<file path="src/rtl/interrupt_controller_if.sv">
// Interrupt controller bus: device request lines, control-unit handshake and debug view.
// The controller takes the slave modport; the control-unit side takes master.
interface interrupt_controller_if #(
  parameter int InterruptsNum = 2
) ();
  logic [InterruptsNum-1:0] interrupt;
  logic                     GIE;
  logic                     MaskIn;
  logic [InterruptsNum-1:0] MaskData;
  logic                     IntAck;
  logic                     Iret;
  logic                     IntReq;
  logic [3:0]               IntId;
  logic [31:0]              IntVector;
  logic                     InService;
  logic [InterruptsNum-1:0] Pending;

  modport master (
    output interrupt, GIE, MaskIn, MaskData, IntAck, Iret,
    input  IntReq, IntId, IntVector, InService, Pending
  );

  modport slave (
    input  interrupt, GIE, MaskIn, MaskData, IntAck, Iret,
    output IntReq, IntId, IntVector, InService, Pending
  );
endinterface

</file>
<file path="src/rtl/interrupt_controller.sv">
// Prioritised interrupt controller (lowest index wins) with request/ack/iret handshake.
// Define INT_EDGE_DETECT_EN for edge-latched pending bits; otherwise requests are level-sensitive.
module interrupt_controller #(
  parameter int          InterruptsNum = 2,
  parameter logic [31:0] VectorBase    = 32'h0000_0100
) (
  input  logic                   Clock,
  input  logic                   Reset,
  interrupt_controller_if.slave  bus
);

  typedef enum logic [1:0] {
    IDLE,
    REQ,
    SERVICE
  } state_e;

  state_e                   state_q, state_d;
  logic [InterruptsNum-1:0] mask_q;
  logic [InterruptsNum-1:0] pending;
  logic [InterruptsNum-1:0] eligible;
  logic                     any_eligible;
  logic                     ack_take;
  logic [3:0]               sel;
  logic [3:0]               int_id_q, int_id_d;
  logic                     int_req;
  logic                     in_service;

  assign eligible     = pending & mask_q & {InterruptsNum{bus.GIE}};
  assign any_eligible = |eligible;
  // An ack only counts while a winner still exists on that edge.
  assign ack_take     = (state_q == REQ) && bus.IntAck && any_eligible;

  // NOTE: every always_comb output gets a default first so no latch is inferred.
  always_comb begin
    sel = '0;
    for (int i = InterruptsNum - 1; i >= 0; i--) begin
      if (eligible[i]) sel = 4'(i);
    end
  end

  // NOTE: sequential state is updated with non-blocking assignments only.
  always_ff @(posedge Clock or negedge Reset) begin
    if (!Reset) begin
      mask_q <= '0;
    end else if (bus.MaskIn) begin
      mask_q <= bus.MaskData;
    end
  end

`ifdef INT_EDGE_DETECT_EN
  logic [InterruptsNum-1:0] pending_q, pending_d;
  logic [InterruptsNum-1:0] hist_q;
  logic [InterruptsNum-1:0] ack_clr;

  always_comb begin
    ack_clr = '0;
    for (int i = 0; i < InterruptsNum; i++) begin
      ack_clr[i] = ack_take && (sel == 4'(i));
    end
  end

  // A fresh rising edge on the ack edge re-arms the bit: set wins over clear.
  assign pending_d = (pending_q & ~ack_clr) | (bus.interrupt & ~hist_q);

  always_ff @(posedge Clock or negedge Reset) begin
    if (!Reset) begin
      pending_q <= '0;
      hist_q    <= '0;
    end else begin
      pending_q <= pending_d;
      hist_q    <= bus.interrupt;
    end
  end

  assign pending = pending_q;
`else
  assign pending = bus.interrupt;
`endif

  always_ff @(posedge Clock or negedge Reset) begin
    if (!Reset) begin
      state_q  <= IDLE;
      int_id_q <= '0;
    end else begin
      state_q  <= state_d;
      int_id_q <= int_id_d;
    end
  end

  always_comb begin
    state_d = state_q;
    unique case (state_q)
      IDLE:    if (any_eligible) state_d = REQ;
      REQ: begin
        if (!any_eligible)    state_d = IDLE;
        else if (bus.IntAck)  state_d = SERVICE;
      end
      SERVICE: if (bus.Iret) state_d = IDLE;
      default: state_d = IDLE;
    endcase
  end

  always_comb begin
    int_req    = (state_q == REQ);
    in_service = (state_q == SERVICE);
    int_id_d   = ack_take ? sel : int_id_q;
  end

  assign bus.IntReq    = int_req;
  assign bus.InService = in_service;
  assign bus.IntId     = int_id_q;
  assign bus.IntVector = VectorBase + {26'b0, int_id_q, 2'b00};
  assign bus.Pending   = pending;

endmodule

</file>
<file path="src/flat_wrapper.sv">
// flat-port wrapper written by rule: the top's interface ports become plain ports
module interrupt_controller_flat 
#(
  parameter int          InterruptsNum = 2,
  parameter logic [31:0] VectorBase    = 32'h0000_0100
)
  (Clock, Reset, bus_interrupt, bus_GIE, bus_MaskIn, bus_MaskData, bus_IntAck, bus_Iret, bus_IntReq, bus_IntId, bus_IntVector, bus_InService, bus_Pending);
  interrupt_controller_if #(.InterruptsNum(InterruptsNum)) bus_i ();
  input  logic Clock;
  input  logic Reset;
  input wire logic [$bits(bus_i.interrupt)-1:0] bus_interrupt;
  input wire logic [$bits(bus_i.GIE)-1:0] bus_GIE;
  input wire logic [$bits(bus_i.MaskIn)-1:0] bus_MaskIn;
  input wire logic [$bits(bus_i.MaskData)-1:0] bus_MaskData;
  input wire logic [$bits(bus_i.IntAck)-1:0] bus_IntAck;
  input wire logic [$bits(bus_i.Iret)-1:0] bus_Iret;
  output wire logic [$bits(bus_i.IntReq)-1:0] bus_IntReq;
  output wire logic [$bits(bus_i.IntId)-1:0] bus_IntId;
  output wire logic [$bits(bus_i.IntVector)-1:0] bus_IntVector;
  output wire logic [$bits(bus_i.InService)-1:0] bus_InService;
  output wire logic [$bits(bus_i.Pending)-1:0] bus_Pending;
  assign bus_i.interrupt = bus_interrupt;
  assign bus_i.GIE = bus_GIE;
  assign bus_i.MaskIn = bus_MaskIn;
  assign bus_i.MaskData = bus_MaskData;
  assign bus_i.IntAck = bus_IntAck;
  assign bus_i.Iret = bus_Iret;
  assign bus_IntReq = bus_i.IntReq;
  assign bus_IntId = bus_i.IntId;
  assign bus_IntVector = bus_i.IntVector;
  assign bus_InService = bus_i.InService;
  assign bus_Pending = bus_i.Pending;
  interrupt_controller #(.InterruptsNum(InterruptsNum), .VectorBase(VectorBase)) u_core (.Clock(Clock), .Reset(Reset), .bus(bus_i));
endmodule
</file>
<file path="config.mk">
export PLATFORM = sky130hd
export DESIGN_NAME = interrupt_controller_flat
export DESIGN_NICKNAME = d
export VERILOG_FILES = /design/src/rtl/interrupt_controller_if.sv /design/src/rtl/interrupt_controller.sv /design/src/flat_wrapper.sv
export SDC_FILE = /design/constraint.sdc
export NUM_CORES = 1
export LEC_CHECK = 0
export BUFFER_PORTS_ARGS = -buffer_cell sky130_fd_sc_hd__buf_4
export CORE_MARGIN = 2
export CORE_UTILIZATION = 32
export DETAILED_ROUTE_END_ITERATION = 16
export PLACE_DENSITY_LB_ADDON = 0.05
export REMOVE_ABC_BUFFERS = 1
export SLEW_MARGIN = 20
export SYNTH_ARGS = -nofsm -noshare
export SYNTH_HDL_FRONTEND = slang
export SYNTH_SLANG_ARGS = --single-unit
</file>
<file path="constraint.sdc">
create_clock -name Clock -period 1.11 [get_ports Clock]
set_input_delay 0.2775 -clock Clock [delete_from_list [all_inputs] [get_ports Clock]]
set_output_delay 0.2775 -clock Clock [all_outputs]
set_load 0.02 [all_outputs]
</file>
# Word-level counts from Yosys, hierarchy flattened

Index checks and enable logic that the tools add are counted.

Divide/modulo/power cells: 0
Multiply operators: 0
$add $sub $neg: 1
Bitwise logic cells: 2
Muxes and demuxes: 7
Reductions and logical operators: 5
Magnitude comparators: 0
Shift-type cells: 0
Eq/ne operators: 5

Operators by type and width:

| operator             | number |
|---|---|
| $add 9x6->10 const A | 1 |
| $mux 2               | 4 |
| $pmux 2 s3           | 1 |
| $and 2x2->2          | 2 |
| $mux 4               | 1 |
| $ne 3x3->1 const B   | 1 |
| $reduce_and 3->1     | 1 |
| $eq 2x1->1 const B   | 1 |
| $eq 2x2->1 const B   | 1 |
| $logic_and 1x1->1    | 2 |
| $logic_not 2->1      | 1 |
| $ne 2x1->1 const B   | 1 |
| $ne 2x2->1 const B   | 1 |
| $reduce_or 2->1      | 1 |
| $mux 1               | 1 |

Flip-flop bits (word level): 8
Memories kept: 0
Bits in writable memories: 0
Bits in read-only memories: 0
Latch bits: 0
Output and inout bits: 40
Logic and storage cells: 23
Input bits: 10

# Logic depth before layout (Yosys ltp)

Gate-level depths: netlist of the first run.

Depth after elaboration: 5
Gate-level depth with buffers: 3
Gate-level depth less buffers: 3

# Worst setup path before layout of the first run

Ideal clock, no wire load.

Path kind: register to register
From: register u_core.mask_q[0]
To: register u_core.int_id_q[0], in the netlist u_core.bus.IntId[0]
Path slack: -0.023 ns
Buffers on the path: 0
Cell stages (with the launch flop): 4
Library setup time: 0.125 ns
Period minus slack after synthesis: 1.133 ns
Data required time: 0.985 ns
Arrival time: 1.008 ns
Cells stage by stage: dfrtp_1 -> a22o_4 -> nand4_4 -> mux2_4

Cells in the longest elaborated chain, start to end: 4
Elaborated cells between the ends (all ways): 5
Those cells by class: 1 x mux; 2 x bitwise; 2 x reduce/logical

Ends and longest elaborated chain:

| item                        | RTL line                   | RTL |
|---|---|---|
| start, declared             | interrupt_controller.sv:19 | `logic [InterruptsNum-1:0] mask_q;` |
| start signal, assigned      | interrupt_controller.sv:47 | `mask_q <= bus.MaskData;` |
| $and 2x2->2 * (2 in series) | interrupt_controller.sv:29 | `assign eligible = pending & mask_q & {InterruptsNum{bus.GIE}};` |
| $reduce_or 2->1             | interrupt_controller.sv:30 | `assign any_eligible = \|eligible;` |
| $logic_and 1x1->1           | interrupt_controller.sv:32 | `assign ack_take = (state_q == REQ) && bus.IntAck && any_eligible;` |
| end signal, assigned        | interrupt_controller.sv:87 | `int_id_q <= int_id_d;` |
| end, declared               | interrupt_controller.sv:25 | `logic [3:0] int_id_q, int_id_d;` |

Every way passes the cells marked *; elsewhere a longest branch is shown, timed or not.
A chain may end at the register's enable or synchronous reset.

# Worst setup path in the final report of the first run

From: register u_core.state_q[1]
To: output bus_IntReq

Cells in the longest elaborated chain, start to end: 1

Ends and longest elaborated chain:

| item                   | RTL line                    | RTL |
|---|---|---|
| start, declared        | interrupt_controller.sv:18  | `state_e state_q, state_d;` |
| start signal, assigned | interrupt_controller.sv:86  | `state_q <= state_d;` |
| $eq 2x1->1             | interrupt_controller.sv:105 | `int_req = (state_q == REQ);` |
| end, declared          | flat_wrapper.sv:17          | `output wire logic [$bits(bus_i.IntReq)-1:0] bus_IntReq;` |

Every way passes these cells.

==> results by stage, run 1 <==
Cells and area:
- The final layout net count is 91.
- Leaving out fill and tap cells, the most frequent cells in the layout are sky130_fd_sc_hd__conb_1, sky130_fd_sc_hd__buf_4, sky130_fd_sc_hd__dfrtp_1, sky130_fd_sc_hd__clkbuf_4.
- Registers take 126 µm².
- The final design instance area without fill is 617 µm².
- The library cell used most frequently in the layout, excluding fill and tap cells, is sky130_fd_sc_hd__conb_1.
- The area overhead of the layout relative to synthesis is 14.1%.
- The final standard cell utilization of the core is 0.400.
- The fraction of layout cells with a size suffix above 1 is 0.425.
- The multi-input combinational cells in the finished layout cover a total of 262 µm².
- The number of antenna repair diodes is 0.
- The number of inserted filler cells in the final layout is 163.

Synthesis:
- Of the post-synthesis cell area, the dominant cell type holds 0.514.
- The parity-gate share of the synthesized area counting xor and xnor cells is 0.
- The post-synthesis adder-cell area fraction is 0.
- The synthesized netlist occupies a cell area of 541 µm².
- The synthesized design contains 5 register bits.
- Of the total synthesized cell area, the portion taken by AND, OR, NAND and NOR gates is 0.104.
- The biggest area contributor in the post-synthesis netlist is sky130_fd_sc_hd__buf_4.
- The multiplexer share of the synthesized area is 0.0694.
- The compound-cell area share of the yosys netlist is 0.0602.
- After technology mapping, the gate count stands at 58.
- The sequential area share after synthesis is 0.231.
- Yosys attributes the largest share of cell area to sky130_fd_sc_hd__buf_4, sky130_fd_sc_hd__dfrtp_1, sky130_fd_sc_hd__mux2_2.
- The dominant combinational cell family by area after synthesis is buffers and inverters.
- The mean instance size in the synthesized netlist is 9.32 µm².
- The number of different library cells used by synthesis comes to 15.
- The Yosys step of the flow raised 0 warnings.

Worst hold path:
- In this run the worst hold path is classified as input pin to flip-flop.
- Counting instances, the worst hold path has a depth of 2.
- The startpoint identified for the worst hold timing path is bus_Iret.
- The end point of the worst hold path is u_core.state_q[1].

Critical path:
- The worst setup path is launched from a flip-flop.
- The maximum fanout along the worst path is 3.
- Counting both buffers and inverters, the worst setup path holds a total of 1.
- The reg-to-reg startpoint is u_core.mask_q[0].
- The worst setup path is of the flip-flop to primary output kind.
- The capture point of the worst reg-to-reg path is u_core.bus.IntId[0].
- Data on the critical path is required at its endpoint by 0.83 ns.
- On the worst path, the slowest cell contributes a delay of 0.44 ns.
- The worst setup path is captured at a primary output.
- The critical path's top delay family is flip-flops.
- The number of cells on the worst reg-to-reg path is 3.
- The slowest cell on the critical path is sky130_fd_sc_hd__dfrtp_2.
- Walking the worst path, the cells encountered are nor2b_1 -> buf_4.
- The critical path data arrival time is 0.96 ns.
- Setup slack on the worst reg-to-reg path comes out at -0.02 ns.

Floorplan:
- The top-level I/O count is 50.
- The area enclosed by the die boundary is 2030 µm².
- The die is 45.1 µm tall.
- The initialized floorplan defines 14 standard-cell rows.
- The floorplan step defined a core boundary enclosing 1540 µm².
- The initial utilization of the core area, before any placement, comes to 0.351.
- The die is 45.1 µm wide.

Timing:
- The fraction of the cycle the final worst path needs is 1.11.
- The aggregate negative setup slack is -0.246 ns.
- The total count of max-transition violations in the final report is 0.
- Setup violations remaining at the end of the flow were counted as 3.
- Between clock sinks in the finished design, the worst skew comes to 0.00140 ns.
- Based on the critical path, the design can be clocked at up to 808 MHz.
- The final critical-path required period is 1.24 ns.
- Setup repair after global routing could not meet its margin everywhere.
- Setup slack on the critical path of the routed design comes to -0.127 ns.
- The total count of hold-check failures in the final report was 0.

Clock network:
- The H-tree depth reported by CTS is 1.
- The cell at the root of the clock tree is sky130_fd_sc_hd__clkbuf_4.
- The number of buffers created by CTS is 3.
- The clock tree from TritonCTS is built.
- The clock insertion delay at the later pin of the skew report is 0.24 ns.
- The clock slew seen by the registers of the worst setup and hold paths is 0.04 ns.
- The buffer levels on the longest clock path is 2.
- The number of sinks driven by the clock tree is 5.

GRT:
- The global-route usage over all layers is 0.0784.
- The first global-routing pass estimated 1090 µm of wire.
- The via count of the first global-routing pass is 274.
- The total overflow left after global routing is 0.
- The initial antenna violation count came to 0.
- Entering global routing, the biggest net connects 6 pins.

Place:
- The number of buffer cells added on primary ports is 15.
- The cell area after placement is 546 µm².
- The HPWL after detailed placement is 641 µm.
- The congestion estimate from routability-driven global placement came to 0.682.

Run status:
- The flow ran to the end, but the final reports show violations.
- The final reports fail on negative setup slack.

Job:
- The max-cap violation count is 0.

Pwr:
- The leakage power total is 0.362 nW.
- For this design the ratio of total power to cell area is 1120 nW/µm².
- The largest vdd supply drop is 0.400 mV.

Drt:
- The violation count after the first detailed-route iteration is 1.
- Using the TritonRoute via totals, the vias-per-cell ratio works out to 3.31.
- Summed over all layers, the routed wires come to 765 µm.
- In the final routed layout, each cell accounts on average for 7.97 µm.
- For this run, design rule violations remaining after detail routing come to 0.
- The total iterations of the first detailed-routing run is 2.
- In this run the remaining antenna-violating nets after routing total 0.
- The final route contains 318 vias.
## repair_timing
item                                   in CTS  in global routing
hold buffers                                1                  0
pin swaps                                   2                  1
buffers inserted                            2                  1
gates cloned                                0                  0
setup endpoints to repair                   3                  3
gates resized for setup                     4                  0
endpoints found under the hold margin       5                  0
## synthesized netlist by cell type
cell	instances
sky130_fd_sc_hd__dfrtp_1	5
sky130_fd_sc_hd__buf_4	37
sky130_fd_sc_hd__nand2b_1	1
sky130_fd_sc_hd__nand3_1	1
sky130_fd_sc_hd__mux2_4	1
sky130_fd_sc_hd__conb_1	2
sky130_fd_sc_hd__nor2b_1	1
sky130_fd_sc_hd__nor2b_4	1
sky130_fd_sc_hd__nand4_4	1
sky130_fd_sc_hd__o21ai_1	1
sky130_fd_sc_hd__inv_1	1
sky130_fd_sc_hd__mux2_2	2
sky130_fd_sc_hd__a22o_4	1
sky130_fd_sc_hd__nand2_1	1
sky130_fd_sc_hd__a21oi_1	2
## final cells by class
cell class                 instances  share of cell area
multi-input combinational         47               0.424
timing repair buffer              23               0.290
sequential                         5               0.205
clock buffer                       4              0.0426
tap                               16              0.0325
inverter                           1             0.00609
## per-layer routing
metal | up-vias | routed length, µm | track usage
met5 | - | 0 | 0
met4 | 0 | 14 | 0.0706
met3 | 2 | 130 | 0.0360
met2 | 31 | 327 | 0.103
met1 | 130 | 291 | 0.0936
li1 | 155 | - | -
## registers in the layout, indices dropped and copies added, names as in the netlist
| signal | cells |
|---|---|
| u_core.bus.IntId | 1 |
| u_core.mask_q | 2 |
| u_core.state_q | 2 |
## stage by stage
step / power, W / instances / hold WS (ns) / setup WS [ns]
5_1_grt: 0.000732 / 96 / 0.197 / -0.164
2_1_floorplan: 0.000368 / 53 / -0.0181 / -0.0229
3_5_place_dp: 0.000453 / 88 / 0.0865 / -0.0656
4_1_cts: 0.000698 / 95 / 0.188 / -0.142
6_report: 0.000688 / 96 / 0.198 / -0.127
3_3_place_gp: 0.000454 / 88 / 0.0875 / -0.0650
## worst max path at each step
stage / startpoint / end / slack (ns) / depth (start not counted)
after floorplan: u_core.mask_q[0] / u_core.bus.IntId[0] / -0.02 / 3
after CTS: u_core.state_q[1] / bus_IntReq / -0.14 / 2
final: u_core.state_q[1] / bus_IntReq / -0.13 / 2
after global routing: u_core.state_q[1] / bus_IntReq / -0.16 / 2
after global placement: bus_interrupt[0] / u_core.bus.IntId[0] / -0.06 / 4
after detailed placement: bus_interrupt[0] / u_core.bus.IntId[0] / -0.07 / 4
## power breakdown
part | leakage, nW | internal [W] | switching [W]
Sequential | 0.0625 | 0.000199 | 0.0000129
Combinational | 0.284 | 0.0000950 | 0.000163
Clock | 0.0150 | 0.000136 | 0.0000821
Total | 0.362 | 0.000430 | 0.000258
## kinds of logic after synthesis
kind of cell / Yosys count
buffers and inverters: 38
and+or+nand+nor: 6
DFF: 5
AOI/OAI and AO/OA: 4
muxes: 3
other: 2
(Power assumes the default switching activity.)
==> run 2, diff against run 1 <==
--- a/config.mk
+++ b/config.mk
@@ -7,7 +7,7 @@
 export LEC_CHECK = 0
 export BUFFER_PORTS_ARGS = -buffer_cell sky130_fd_sc_hd__buf_4
 export CORE_MARGIN = 2
-export CORE_UTILIZATION = 32
+export CORE_UTILIZATION = 36
 export DETAILED_ROUTE_END_ITERATION = 16
 export PLACE_DENSITY_LB_ADDON = 0.05
 export REMOVE_ABC_BUFFERS = 1
==> constraint.sdc (replaced) <==
create_clock -name Clock -period 1.2 [get_ports Clock]
set_input_delay 0.3 -clock Clock [delete_from_list [all_inputs] [get_ports Clock]]
set_output_delay 0.3 -clock Clock [all_outputs]
set_load 0.02 [all_outputs]
==> run 2 against run 1 <==
  * The run still ends with negative setup slack left
  * Combinational power down 9.7%
  * Hold slack better by 0.033 ns
  * Via count up 5.7%
  * Critical path depth up 1
  * Setup slack better by 0.099 ns
  * Critical endpoint is now bus_InService
  * Highest routed layer is now met3
==> results by stage, run 2 (synthesis results as in run 1) <==
Run status:
- The run finished, with violations left.
- The final reports fail on negative setup slack.

Clock network:
- The number of sinks driven by the clock tree is 5.
- The H-tree depth reported by CTS is 1.
- The number of clock buffers added by TritonCTS is 3.
- The later pin in the worst-skew pair is clocked with a latency of 0.24 ns.
- The buffer levels on the longest clock path is 2.
- The clock tree from TritonCTS is built.
- The cell at the root of the clock tree is sky130_fd_sc_hd__clkbuf_4.
- The clock slew seen by the registers of the worst setup and hold paths is 0.04 ns.

Cells and area:
- The sequential cells in the finished layout cover a total of 126 µm².
- The area overhead of the layout relative to synthesis is 10.9%.
- The number of inserted filler cells in the final layout is 129.
- The combined area of the multi-input logic cells is 264 µm².
- The repair_antennas step left the layout with diodes totalling 0.
- The top cell types in the final layout, fill and taps aside, are sky130_fd_sc_hd__conb_1, sky130_fd_sc_hd__buf_4, sky130_fd_sc_hd__dfrtp_1, sky130_fd_sc_hd__clkbuf_4.
- Of the cells placed in the final design, the portion with a size suffix greater than 1 is 0.416.
- After the last flow step, the layout net total stands at 88.
- The most common cell after layout, fill and taps aside is sky130_fd_sc_hd__conb_1.
- The number of non-filler instances in the completed layout is 92.

Drt:
- The violation count after the first detailed-route iteration is 1.
- The total iterations of the first detailed-routing run is 2.
- The overall via count from detail_route is 336.
- Using the TritonRoute via totals, the vias-per-cell ratio works out to 3.65.
- The final layout contains routed wiring with a total length of 737 µm.
- The count of nets left with antenna violations once routing finished came out at 0.
- The routed length per placed instance is 8.01 µm.
- The number of DRC violations after detailed routing is 0.

Place:
- The pre-CTS setup slack is -0.00495 ns.
- The congestion estimate from routability-driven global placement came to 0.683.
- The count of placed standard cells including taps is 84.
- Input and output buffers added on the ports amount to 15.
- The post-detailed-placement half-perimeter wirelength is 622 µm.

Floorplan:
- The initialized floorplan defines 13 standard-cell rows.
- For this design the top-level I/O count stands at 50.
- The floorplan step defined a die boundary enclosing 1830 µm².
- The chip height is 42.8 µm.
- The initial utilization of the core area, before any placement, comes to 0.400.
- The die extent in x is 42.8 µm.
- The core footprint is 1350 µm².

Critical path:
- The largest single stage delay on the critical path is 0.39 ns.
- The worst path required time is 0.90 ns.
- The worst register-to-register path has a setup slack of -0.02 ns.
- The category of the critical setup timing path is flip-flop to primary output.
- STA classifies the critical path endpoint as a primary output.
- The kind of start point of the critical path is a flip-flop.
- Data on the critical path arrives at its endpoint at 0.93 ns.
- In this run the worst path has a maximum fanout of 3.
- The slowest stage of the critical path belongs to the cell sky130_fd_sc_hd__dfrtp_1.
- Walking the worst path, the cells encountered are nand2b_4 -> inv_2 -> buf_6.

Timing:
- Derived from the worst setup path, the maximum achievable clock frequency is 814 MHz.
- Setup violations remaining at the end of the flow were counted as 3.
- The worst path in the final design needs a cycle of 1.23 ns, including I/O delays and setup.
- Dividing the final minimum period by the clock period gives 1.02.
- In the post-route analysis, the smallest setup slack over all paths is -0.0282 ns.
- The total count of hold-check failures in the final report was 0.
- The total count of max-transition violations in the final report came to 0.
- Setup repair after global routing could not meet its margin everywhere.
- The worst clock skew on the final layout is 0.00525 ns.

Pwr:
- In this run the static leakage power is 0.349 nW.
- Of the total power, the clock network draws 0.308.
- The share of total power dissipated in combinational logic is 0.375.
- The total power per unit cell area is 1040 nW/µm².
- The switching power share of the total is 0.369.
- Of the total power, registers draw 0.317.
- The net switching power figure is 0.000229 W.
- The largest vdd supply drop is 0.474 mV.
- Cell internal power was estimated by the tool at 0.000392 W.

GRT:
- The via count of the first global-routing pass is 280.
- The first global-routing pass estimated 1120 µm of wire.
- The initial antenna violation count is 0.
- In the global route stage, overall resource usage came out at 0.0857.
- Entering global routing, the biggest net connects 6 pins.
- The aggregate global routing overflow is 0.

Worst hold path:
- In this run the worst hold path is classified as input pin to flip-flop.

Job:
- The tool flagged a number of max-cap violations equal to 0.
run 2: power by group through the flow:
| stage | logic, W | registers, W | clock network [W] |
|---|---|---|---|
| 2_1_floorplan | 0.000135 | 0.000206 | 0 |
| 3_3_place_gp | 0.000209 | 0.000200 | 0 |
| 3_5_place_dp | 0.000210 | 0.000200 | 0 |
| 4_1_cts | 0.000224 | 0.000197 | 0.000204 |
| 5_1_grt | 0.000247 | 0.000199 | 0.000222 |
| 6_report | 0.000233 | 0.000197 | 0.000191 |
run 2: layer usage:
| metal | global-route usage | share of wire | up-vias | routed length (µm) |
|---|---|---|---|---|
| met2 | 0.148 | 0.51 | 32 | 375 |
| met4 | 0 | 0 | 0 | 0 |
| met1 | 0.0797 | 0.33 | 156 | 245 |
| li1 | - | - | 148 | - |
| met3 | 0.0766 | 0.16 | 0 | 116 |
| met5 | 0 | 0 | - | 0 |
run 2: per-stage QoR:
| stage | utilization | TNS, ns | power (W) | hold WS, ns | instance area [µm²] |
|---|---|---|---|---|---|
| detailed placement | 0.386 | -0.00495 | 0.000410 | 0.107 | 522 |
| CTS | 0.434 | -0.123 | 0.000625 | 0.223 | 586 |
| floorplan | - | 0 | 0.000341 | 0.00441 | 383 |
| finish | 0.444 | -0.0748 | 0.000621 | 0.231 | 599 |
| global placement | 0.386 | 0 | 0.000410 | 0.107 | 522 |
| global route | 0.444 | -0.220 | 0.000667 | 0.216 | 599 |
run 2: timing repair:
| action | in CTS | in global routing |
|---|---|---|
| cloned | 0 | 0 |
| pin swaps | 0 | 1 |
| gates resized for setup | 4 | 2 |
| hold buffers | 1 | 0 |
| endpoints found under the hold margin | 5 | 0 |
| setup buffers | 2 | 1 |
| endpoints found under the setup margin | 2 | 3 |
run 2: worst max-delay path: cells and delay by family, from the launching register on:
family,cells,cell delay [ns]
buffers and inverters,2,0.15
flip-flops,1,0.39
AND/OR/NAND/NOR,1,0.15
run 2: final timing paths:
kind                                      from             endpoint  cells after the start
setup / recovery             u_core.state_q[0]        bus_InService                      3
hold / removal                        bus_Iret    u_core.state_q[1]                      2
setup reg to reg             u_core.state_q[1]  u_core.bus.IntId[0]                      4
hold reg to reg            u_core.bus.IntId[0]  u_core.bus.IntId[0]                      1
max in group asynchronous                Reset    u_core.state_q[1]                      2
min in group asynchronous                Reset    u_core.state_q[1]                      2
run 2: layout make-up:
type                            instances  share of cell area
Multi-Input combinational cell         47               0.441
Timing Repair Buffer                   20               0.267
Sequential cell                         5               0.211
Clock buffer                            4              0.0438
Tap cell                               15              0.0313
Inverter                                1             0.00626
